<file path="config.mk">
export PLATFORM = sky130hd
export DESIGN_NAME = control_unit_fsm
export DESIGN_NICKNAME = d
export VERILOG_FILES = /design/src/rtl/control_unit_fsm_pkg.sv /design/src/rtl/control_unit_fsm_decoder.sv /design/src/rtl/control_unit_fsm.sv
export SDC_FILE = /design/constraint.sdc
export NUM_CORES = 1
export LEC_CHECK = 0
export ABC_AREA = 0
export CAP_MARGIN = 20
export CORE_AREA = 4 4 57 59
export CTS_CLUSTER_DIAMETER = 100
export CTS_CLUSTER_SIZE = 25
export DETAILED_ROUTE_END_ITERATION = 10
export DIE_AREA = 0 0 61 63
export RECOVER_POWER = 25
export SYNTH_ARGS = -nofsm -noshare
export SYNTH_HDL_FRONTEND = slang
export SYNTH_SLANG_ARGS = --single-unit
</file>
<file path="constraint.sdc">
create_clock -name CLK -period 2 [get_ports CLK]
set_clock_uncertainty 0.2 [all_clocks]
set_input_delay 0.4 -clock CLK [delete_from_list [all_inputs] [get_ports CLK]]
set_output_delay 0.4 -clock CLK [all_outputs]
set_load 0.005 [all_outputs]
</file>
<file path="src/rtl/control_unit_fsm_pkg.sv">
// control_unit_fsm_pkg: opcode, state, ALU and PC-select codes shared by the controller, datapath and bench.
package control_unit_fsm_pkg;

  localparam int CU_OPW = 6;
  localparam int CU_STW = 3;

  typedef enum logic [CU_STW-1:0] {
    S_IF     = 3'b000,
    S_ID     = 3'b001,
    S_EXE_LS = 3'b010,
    S_MEM    = 3'b011,
    S_WB_L   = 3'b100,
    S_EXE_BR = 3'b101,
    S_EXE_AL = 3'b110,
    S_WB_AL  = 3'b111
  } state_t;

  localparam logic [CU_OPW-1:0] OP_ADD   = 6'b000000;
  localparam logic [CU_OPW-1:0] OP_SUB   = 6'b000001;
  localparam logic [CU_OPW-1:0] OP_ADDIU = 6'b000010;
  localparam logic [CU_OPW-1:0] OP_AND   = 6'b010000;
  localparam logic [CU_OPW-1:0] OP_ANDI  = 6'b010001;
  localparam logic [CU_OPW-1:0] OP_ORI   = 6'b010010;
  localparam logic [CU_OPW-1:0] OP_SLL   = 6'b011000;
  localparam logic [CU_OPW-1:0] OP_SLT   = 6'b100110;
  localparam logic [CU_OPW-1:0] OP_SW    = 6'b110000;
  localparam logic [CU_OPW-1:0] OP_LW    = 6'b110001;
  localparam logic [CU_OPW-1:0] OP_BEQ   = 6'b110100;
  localparam logic [CU_OPW-1:0] OP_BNE   = 6'b110101;
  localparam logic [CU_OPW-1:0] OP_BLTZ  = 6'b110110;
  localparam logic [CU_OPW-1:0] OP_J     = 6'b111000;
  localparam logic [CU_OPW-1:0] OP_JR    = 6'b111001;
  localparam logic [CU_OPW-1:0] OP_JAL   = 6'b111010;
  localparam logic [CU_OPW-1:0] OP_HALT  = 6'b111111;

  localparam logic [2:0] ALU_ADD = 3'b000;
  localparam logic [2:0] ALU_SUB = 3'b001;
  localparam logic [2:0] ALU_SLL = 3'b010;
  localparam logic [2:0] ALU_OR  = 3'b011;
  localparam logic [2:0] ALU_AND = 3'b100;
  localparam logic [2:0] ALU_SLT = 3'b110;

  localparam logic [1:0] PC_NEXT = 2'b00;
  localparam logic [1:0] PC_BR   = 2'b01;
  localparam logic [1:0] PC_JR   = 2'b10;
  localparam logic [1:0] PC_J    = 2'b11;

  localparam logic [1:0] REG_RA = 2'b00;
  localparam logic [1:0] REG_RT = 2'b01;
  localparam logic [1:0] REG_RD = 2'b10;

  typedef enum logic [2:0] {C_HALT, C_ALU, C_LS, C_BR, C_JMP} op_class_t;

  typedef struct packed {
    logic       pc_wre;
    logic       ir_wre;
    logic       ins_mem_rw;
    logic       m_rd;
    logic       m_wr;
    logic       reg_wre;
    logic [1:0] reg_dst;
    logic       wr_reg_d_src;
    logic       db_data_src;
    logic       alu_src_a;
    logic       alu_src_b;
    logic       ext_sel;
    logic [2:0] alu_op;
    logic [1:0] pc_src;
  } ctrl_t;

  function automatic op_class_t classify(logic [CU_OPW-1:0] op);
    case (op)
      OP_ADD, OP_SUB, OP_ADDIU, OP_AND, OP_ANDI, OP_ORI, OP_SLL, OP_SLT: return C_ALU;
      OP_SW, OP_LW:                                                     return C_LS;
      OP_BEQ, OP_BNE, OP_BLTZ:                                          return C_BR;
      OP_J, OP_JR, OP_JAL:                                              return C_JMP;
      default:                                                          return C_HALT;
    endcase
  endfunction

  // Unknown opcodes classify as halt, so they park in S_ID just like halt.
  function automatic state_t next_state(state_t s, logic [CU_OPW-1:0] op);
    op_class_t c;
    c = classify(op);
    case (s)
      S_IF:     return S_ID;
      S_ID:     return c == C_ALU ? S_EXE_AL : c == C_LS ? S_EXE_LS : c == C_BR ? S_EXE_BR :
                       c == C_JMP ? S_IF : S_ID;
      S_EXE_AL: return S_WB_AL;
      S_EXE_LS: return S_MEM;
      S_MEM:    return op == OP_LW ? S_WB_L : S_IF;
      default:  return S_IF;
    endcase
  endfunction

endpackage

</file>
<file path="src/rtl/control_unit_fsm_decoder.sv">
// control_unit_fsm_decoder: combinational state+opcode+flags to datapath controls, forced quiet during reset.
module control_unit_fsm_decoder
  import control_unit_fsm_pkg::*;
(
  input  logic              rst_n,
  input  state_t            state,
  input  logic [CU_OPW-1:0] op_code,
  input  logic              zero,
  input  logic              sign,
  output ctrl_t             ctrl
);

  ctrl_t sel;

  always_comb begin
    sel = '0;
    case (op_code)
      OP_ADD:   {sel.reg_dst, sel.wr_reg_d_src} = {REG_RD, 1'b1};
      OP_SUB:   {sel.reg_dst, sel.wr_reg_d_src, sel.alu_op} = {REG_RD, 1'b1, ALU_SUB};
      OP_ADDIU: {sel.reg_dst, sel.wr_reg_d_src, sel.alu_src_b, sel.ext_sel} = {REG_RT, 3'b111};
      OP_AND:   {sel.reg_dst, sel.wr_reg_d_src, sel.alu_op} = {REG_RD, 1'b1, ALU_AND};
      OP_ANDI:  {sel.reg_dst, sel.wr_reg_d_src, sel.alu_src_b, sel.alu_op} = {REG_RT, 2'b11, ALU_AND};
      OP_ORI:   {sel.reg_dst, sel.wr_reg_d_src, sel.alu_src_b, sel.alu_op} = {REG_RT, 2'b11, ALU_OR};
      OP_SLL:   {sel.reg_dst, sel.wr_reg_d_src, sel.alu_src_a, sel.alu_op} = {REG_RD, 2'b11, ALU_SLL};
      OP_SLT:   {sel.reg_dst, sel.wr_reg_d_src, sel.alu_op} = {REG_RD, 1'b1, ALU_SLT};
      OP_SW:    {sel.alu_src_b, sel.ext_sel} = 2'b11;
      OP_LW:    {sel.reg_dst, sel.wr_reg_d_src, sel.db_data_src, sel.alu_src_b, sel.ext_sel} = {REG_RT, 4'b1111};
      OP_BEQ:   {sel.ext_sel, sel.alu_op, sel.pc_src} = {1'b1, ALU_SUB, zero ? PC_BR : PC_NEXT};
      OP_BNE:   {sel.ext_sel, sel.alu_op, sel.pc_src} = {1'b1, ALU_SUB, zero ? PC_NEXT : PC_BR};
      OP_BLTZ:  {sel.ext_sel, sel.alu_op, sel.pc_src} = {1'b1, ALU_SUB, sign ? PC_BR : PC_NEXT};
      OP_J:     sel.pc_src = PC_J;
      OP_JR:    sel.pc_src = PC_JR;
      OP_JAL:   {sel.reg_dst, sel.wr_reg_d_src, sel.pc_src} = {REG_RA, 1'b0, PC_J};
      default:  sel = '0;
    endcase
  end

  // Selects are meaningless in IF (opcode still belongs to the previous instruction).
  always_comb begin
    ctrl = '0;
    if (rst_n && state == S_IF) begin
      ctrl.ir_wre     = 1'b1;
      ctrl.ins_mem_rw = 1'b1;
    end else if (rst_n) begin
      ctrl         = sel;
      ctrl.pc_wre  = state inside {S_WB_AL, S_WB_L, S_EXE_BR} || (state == S_MEM && op_code == OP_SW) ||
                     (state == S_ID && op_code inside {OP_J, OP_JR, OP_JAL});
      ctrl.reg_wre = state inside {S_WB_AL, S_WB_L} || (state == S_ID && op_code == OP_JAL);
      ctrl.m_wr    = state == S_MEM && op_code == OP_SW;
      ctrl.m_rd    = state inside {S_MEM, S_WB_L} && op_code == OP_LW;
    end
  end

endmodule

</file>
<file path="src/rtl/control_unit_fsm.sv">
// control_unit_fsm: multicycle MIPS-subset controller sequencing IF/ID/EXE/MEM/WB.
module control_unit_fsm
  import control_unit_fsm_pkg::*;
#(
  parameter int OPW = 6,
  parameter int STW = 3
) (
  input  logic           CLK,
  input  logic           Reset,
  input  logic [OPW-1:0] opCode,
  input  logic           zero,
  input  logic           sign,
  output logic           PCWre,
  output logic           IRWre,
  output logic           InsMemRW,
  output logic           mRD,
  output logic           mWR,
  output logic           RegWre,
  output logic [1:0]     RegDst,
  output logic           WrRegDSrc,
  output logic           DBDataSrc,
  output logic           ALUSrcA,
  output logic           ALUSrcB,
  output logic           ExtSel,
  output logic [2:0]     ALUOp,
  output logic [1:0]     PCSrc,
  output logic [STW-1:0] state
);

  state_t cur;
  ctrl_t  ctrl;

  always_ff @(posedge CLK or negedge Reset)
    if (!Reset) cur <= S_IF;
    else cur <= next_state(cur, opCode);

  control_unit_fsm_decoder u_dec (
    .rst_n   (Reset),
    .state   (cur),
    .op_code (opCode),
    .zero    (zero),
    .sign    (sign),
    .ctrl    (ctrl)
  );

  assign state = cur;
  assign {PCWre, IRWre, InsMemRW, mRD, mWR, RegWre, RegDst, WrRegDSrc, DBDataSrc,
          ALUSrcA, ALUSrcB, ExtSel, ALUOp, PCSrc} = ctrl;

endmodule

</file>
Word level (Yosys, flattened, before mapping). Memories as Yosys holds them, arrays and structs flattened. Index checks and enable logic that the tools add are counted.

Bitwise operators: 0. Mux-type cells: 20. Add/subtract/negate cells: 0. Shift-type cells: 0. Equality and inequality tests: 26. Magnitude comparators: 0. Reduce and logical (&&, ||, !) cells: 21. $mul: 0. Divide/modulo/power cells: 0.

Operators with widths (number): equality test 6 bit, second input constant (9); case mux 3 bit (5 select lines) (2); equality test 6 x 5 -> 1 bit, second input constant (4); 2-to-1 mux 18 bit (1); equality test 3 bit, second input constant (5); 2-to-1 mux 15 bit (1); equality test 3 x 2 -> 1 bit, second input constant (4); 2-to-1 mux 3 bit (4); case mux 2 bit (5 select lines) (1); OR reduction 5 bit (2); 2-to-1 mux 1 bit (9); OR reduction 4 bit (2); equality test 3 x 1 -> 1 bit, second input constant (2); equality test 6 x 1 -> 1 bit, second input constant (1); equality test 6 x 2 -> 1 bit, second input constant (1); logical NOT 6 bit (1); case mux 3 bit (2 select lines) (1); nonzero test 3 bit (2); OR reduction 6 bit (1); logical AND 1 bit (5); nonzero test 2 bit (2); OR reduction 2 bit (2); logical NOT 3 bit (1); logical OR 1 bit (3); 2-to-1 mux 2 bit (1).

Memory bits (read-only): 192. Word-level logic and storage cells: 69. Output and inout port bits: 21. Register bits after elaboration: 3. Bits in latches: 0. RAM bits: 0. Bits of input ports: 10. Memories kept: 1.

Memory list: (name not given) (words 64, bits a word 3, rd ports 1, clocked after memory_dff 0, wr ports 0, line control_unit_fsm_pkg.sv:72) `case (op)`.

Longest topological paths before layout. Gate-level depths: netlist of run 1. An unclocked memory read counts as a cell.

Depth in word-level cells: 7. Depth in mapped cells: 6. Mapped depth without buffers: 4.

By module. From an unflattened synthesis of run 1, not the netlist that was laid out.

Cells, all modules: 109. Area total of the unflattened synthesis: 768.2 um^2.

Modules (own cells, without submodules): control_unit_fsm_decoder (times used 1, sequential area each 0.0 um^2, cells each 77, area an instance 506.7 um^2); control_unit_fsm (times used 1, sequential area each 75.1 um^2, cells each 32, area an instance 261.5 um^2).

Worst setup path after synthesis of run 1. No wires, ideal clock.

Path kind: register to output. Start: reg cur[0] (netlist: state[0]). End: out mRD. Required time: 1.400 ns. Arrival: 1.317 ns. Stages on the path, launching flop included: 6. Buffers on the path: 1. Path slack: 0.083 ns. Cells stage by stage: dfrtp_1 buf_6 o31ai_4 nor2_4 and3_4 a21boi_1.

Word-level cells in the longest chain between the ends: 5. Elaborated cells on any way between the ends: 8. Those cells by class: eq/ne: 2; mux: 2; reduce/logical: 4.

RTL lines: start: declaration (line control_unit_fsm.sv:30) `state_t cur;`; start signal: assignment (line control_unit_fsm.sv:35) `else cur <= next_state(cur, opCode);`; equality test 3 x 2 -> 1 bit or equality test 3 bit (tied branches) (line control_unit_fsm_decoder.sv:50) `ctrl.m_rd = state inside {S_MEM, S_WB_L} && op_code == OP_LW;`; nonzero test 2 bit (line control_unit_fsm_decoder.sv:50); logical AND 1 bit (line control_unit_fsm_decoder.sv:50); 2-to-1 mux 18 bit (line control_unit_fsm_decoder.sv:44) `end else if (rst_n) begin`; 2-to-1 mux 15 bit * (line control_unit_fsm_decoder.sv:41) `if (rst_n && state == S_IF) begin`; end: declaration (line control_unit_fsm.sv:16) `output logic mRD,`.

Every way passes the cells marked *; elsewhere a longest branch is shown, timed or not.

Worst setup path after layout of run 1.
Start: reg cur[2] (netlist: state[2]). End: out PCSrc[1].

Word-level cells in the longest chain between the ends: 3.

RTL lines: logical NOT 3 bit (line control_unit_fsm_decoder.sv:41); logical AND 1 bit (line control_unit_fsm_decoder.sv:41); 2-to-1 mux 15 bit (line control_unit_fsm_decoder.sv:41); end: declaration (line control_unit_fsm.sv:26) `output logic [1:0] PCSrc,`.

No other way between the ends.

==> impl_metrics.yaml, run 1 <==
floorplan:
  start_util_pct: 28.8
  ios: 31
  chipWidth_um: 61
  die_h_um: 63
  rows: 19
  design.die.area_um2: 3840
  core_um2: 2710
sta:
  maxSlewViolCount: 0
  slew_headroom_pct: 78.6
  setup-violations-final: 16
  rsz0062_at_grt: "true"
  tightest_slew_ns: 0.320
  hold_viol: 0
  fmax_ghz: 0.471
  fin_crit_sh_pct: 106
  fin_ws_ns: -0.123
  period_minus_slack_ns: 2.12
clocking:
  cts_root_buffer: "clkbuf_4"
  postCtsHoldBufs: 0
  clk_latency_ns: 0.23
  cts_sinks: 3
  numCtsBuffers: 3
  clockBufferDepth: 2
  clkTransAtPathRegs_ns: 0.04
  cts_max_level: 1
  cts_tree: "done"
place:
  place_ws_ns: -0.928
  place_congestion: 0.842
  hpwl_um: 2270
  io_buffers: 30
route:
  drt-initial-drc-count: 34
  vias: 1104
  via_per_inst: 5.13
  drtAntennaViolNets: 0
  wirelength_um: 3100
  drt_first_pass_iters: 4
  drc: 0
  wl_per_cell_um: 14.4
yosys:
  synth_area_um2: 781
  ys_ff_latch: 3
  ys_types: 48
  yosysWarnings: 0
  synth.avg_cell_area_um2: 7.58
  synth_fp_nets: 113
  seq_area_frac_synth_pct: 9.62
  synth_cells: 103
status:
  status: "finished with violations"
  violations: "negative setup slack"
layout:
  diodes: 0
  finalNetCount: 195
  multi_input_area_um2: 753
  seq_area_um2: 76.3
  area_growth_pct: 112
  drive_above_1_share_pct: 65.2
  largest_reg_flops: 3
  fill_cells: 263
critical_path:
  critPathKind: "flip-flop to output pin"
  end_kind: "output pin"
  required_ns: 1.40
  critPathMaxFanout: 3
  cp.arrival_ns: 1.52
  start_kind: "flip-flop"
global_route:
  gr-total-overflow: 0
  antenna_found_initial: 0
  grt_pass1_vias: 1137
  grt_max_degree: 11
  grt_pass1_wl_um: 5040
  grt_util_all_layers_pct: 16.5
pwr:
  finalPower_mw: 0.794
  leakage_nw: 0.791
  vdd_drop_max_v: 0.000480
  power.density_nw_per_um2: 479
worst_hold_path:
  min_path_type: "input port to async pin"
run:
  cap_violations: 0
Yosys cell counts, drive strengths merged:
| cell | number | share of area (%) |
|---|---|---|
| and2b | 1 | 1.1 |
| or3 | 1 | 0.96 |
| nand2b | 3 | 2.4 |
| a31oi | 3 | 2.4 |
| a221oi | 1 | 1.1 |
| a22oi | 3 | 2.9 |
| xnor2 | 1 | 1.1 |
| a32oi | 1 | 1.1 |
| nor4b | 1 | 3.0 |
| nand4 | 1 | 0.80 |
| nand2 | 11 | 5.9 |
| a211oi | 3 | 4.8 |
| buf | 9 | 8.3 |
| inv | 6 | 2.9 |
| a21oi | 4 | 2.6 |
| and2 | 3 | 2.7 |
| nor3 | 8 | 7.2 |
| nor3b | 2 | 3.2 |
| o31ai | 2 | 3.7 |
| nor2 | 7 | 4.3 |
| o21a | 3 | 2.9 |
| nand3 | 2 | 1.3 |
| o221a | 1 | 1.4 |
| nand3b | 1 | 0.96 |
| nor4 | 3 | 4.3 |
| o32ai | 1 | 1.1 |
| dfrtp | 3 | 9.6 |
| nor2b | 2 | 1.9 |
| and3 | 4 | 4.0 |
| a21boi | 2 | 1.9 |
| mux2i | 1 | 1.3 |
| clkbuf | 1 | 0.48 |
| o22ai | 4 | 3.2 |
| o21bai | 1 | 0.96 |
| o21ai | 3 | 1.9 |
where the power goes:
part	leakage [nW]	internal [mW]	switching (mW)
Combinational	0.740	0.332	0.259
Sequential	0.0360	0.0776	0.0214
Clock	0.0150	0.0746	0.0291
Total	0.791	0.484	0.310
repair_timing:
| action | 4_1_cts | 5_1_grt |
|---|---|---|
| setup buffers | 13 | 7 |
| hold endpoints to repair | 0 | 0 |
| endpoints found under the setup margin | 21 | 19 |
| pin swaps | 18 | 12 |
| resized for setup | 135 | 26 |
area by class of cell:
type                    count  share of cell area [%]
inverters                   6                    1.36
repair buffers             87                    44.7
clock buffers               4                    1.58
multi-input cells          84                    45.4
well taps                  31                    2.34
flip-flops and latches      3                    4.60
critical path: stages, from the launching register on:
cell,delay (ns)
dfrtp_1,0.41
o31ai_4,0.33
buf_6,0.15
buf_6,0.09
and2b_2,0.19
buf_2,0.12
through the flow:
step / hold WS (ns) / setup TNS, ns / cells / utilization, % / instance area [um2]
global placement: 0.571 / -14.54 / 193 / 49.6 / 1340
global route: 0.221 / -2.54 / 215 / 61.2 / 1660
floorplan: -0.0956 / 0 / 103 / - / 781
finish: 0.189 / -1.19 / 215 / 61.2 / 1660
detailed placement: 0.587 / -15.05 / 193 / 49.6 / 1340
CTS: 0.0713 / -1.30 / 208 / 55.8 / 1510
cells by family after synthesis:
group	share of synthesized area (%)
AO/OA/AOI/OAI	32.1
multiplexers	1.28
buffers and inverters	11.7
AND/OR/NAND/NOR	44.2
flip-flops	9.62
XOR/XNOR	1.12
cells in the final DEF (no fill, tap or decap), types with 3 or more instances in the layout:
| cell type | instances |
|---|---|
| dlygate4sd2_1 | 3 |
| buf_2 | 13 |
| a211oi_2 | 3 |
| o22ai_1 | 3 |
| clkbuf_4 | 3 |
| dlymetal6s2s_1 | 3 |
| nand2_1 | 7 |
| nor3_4 | 4 |
| a22oi_1 | 3 |
| inv_1 | 4 |
| a31oi_1 | 3 |
| nor3_2 | 4 |
| o21a_1 | 3 |
| buf_6 | 15 |
| nor2_1 | 5 |
| buf_4 | 45 |
path summary, 6_finish.rpt:
| path | depth (start not counted) | slack, ns | from | endpoint |
|---|---|---|---|---|
| min reg2reg | 3 | 0.63 | state[1] | state[1] |
| max in group asynchronous | 2 | 1.15 | Reset | state[1] |
| max reg2reg | 6 | 0.48 | state[2] | state[2] |
| min | 2 | 0.19 | Reset | state[2] |
| min in group CLK | 4 | 0.34 | opCode[1] | state[2] |
| max | 5 | -0.12 | state[2] | PCSrc[1] |
per-layer routing:
| layer | track usage, % | up-vias | wire, um |
|---|---|---|---|
| met2 | 29.8 | 29 | 1710 |
| met1 | 19.7 | 523 | 1190 |
| met4 | 5.42 | 0 | 61 |
| met3 | 1.24 | 8 | 136 |
| li1 | - | 544 | - |
| met5 | 0 | - | 0 |
Power figures use the tool's default switching activity.
==> run 2: changes to the inputs <==
- SLEW_MARGIN: not set -> 15
==> results of run 2 <==
Same layout as run 1: the final DEF is identical, and so are final timing and power.
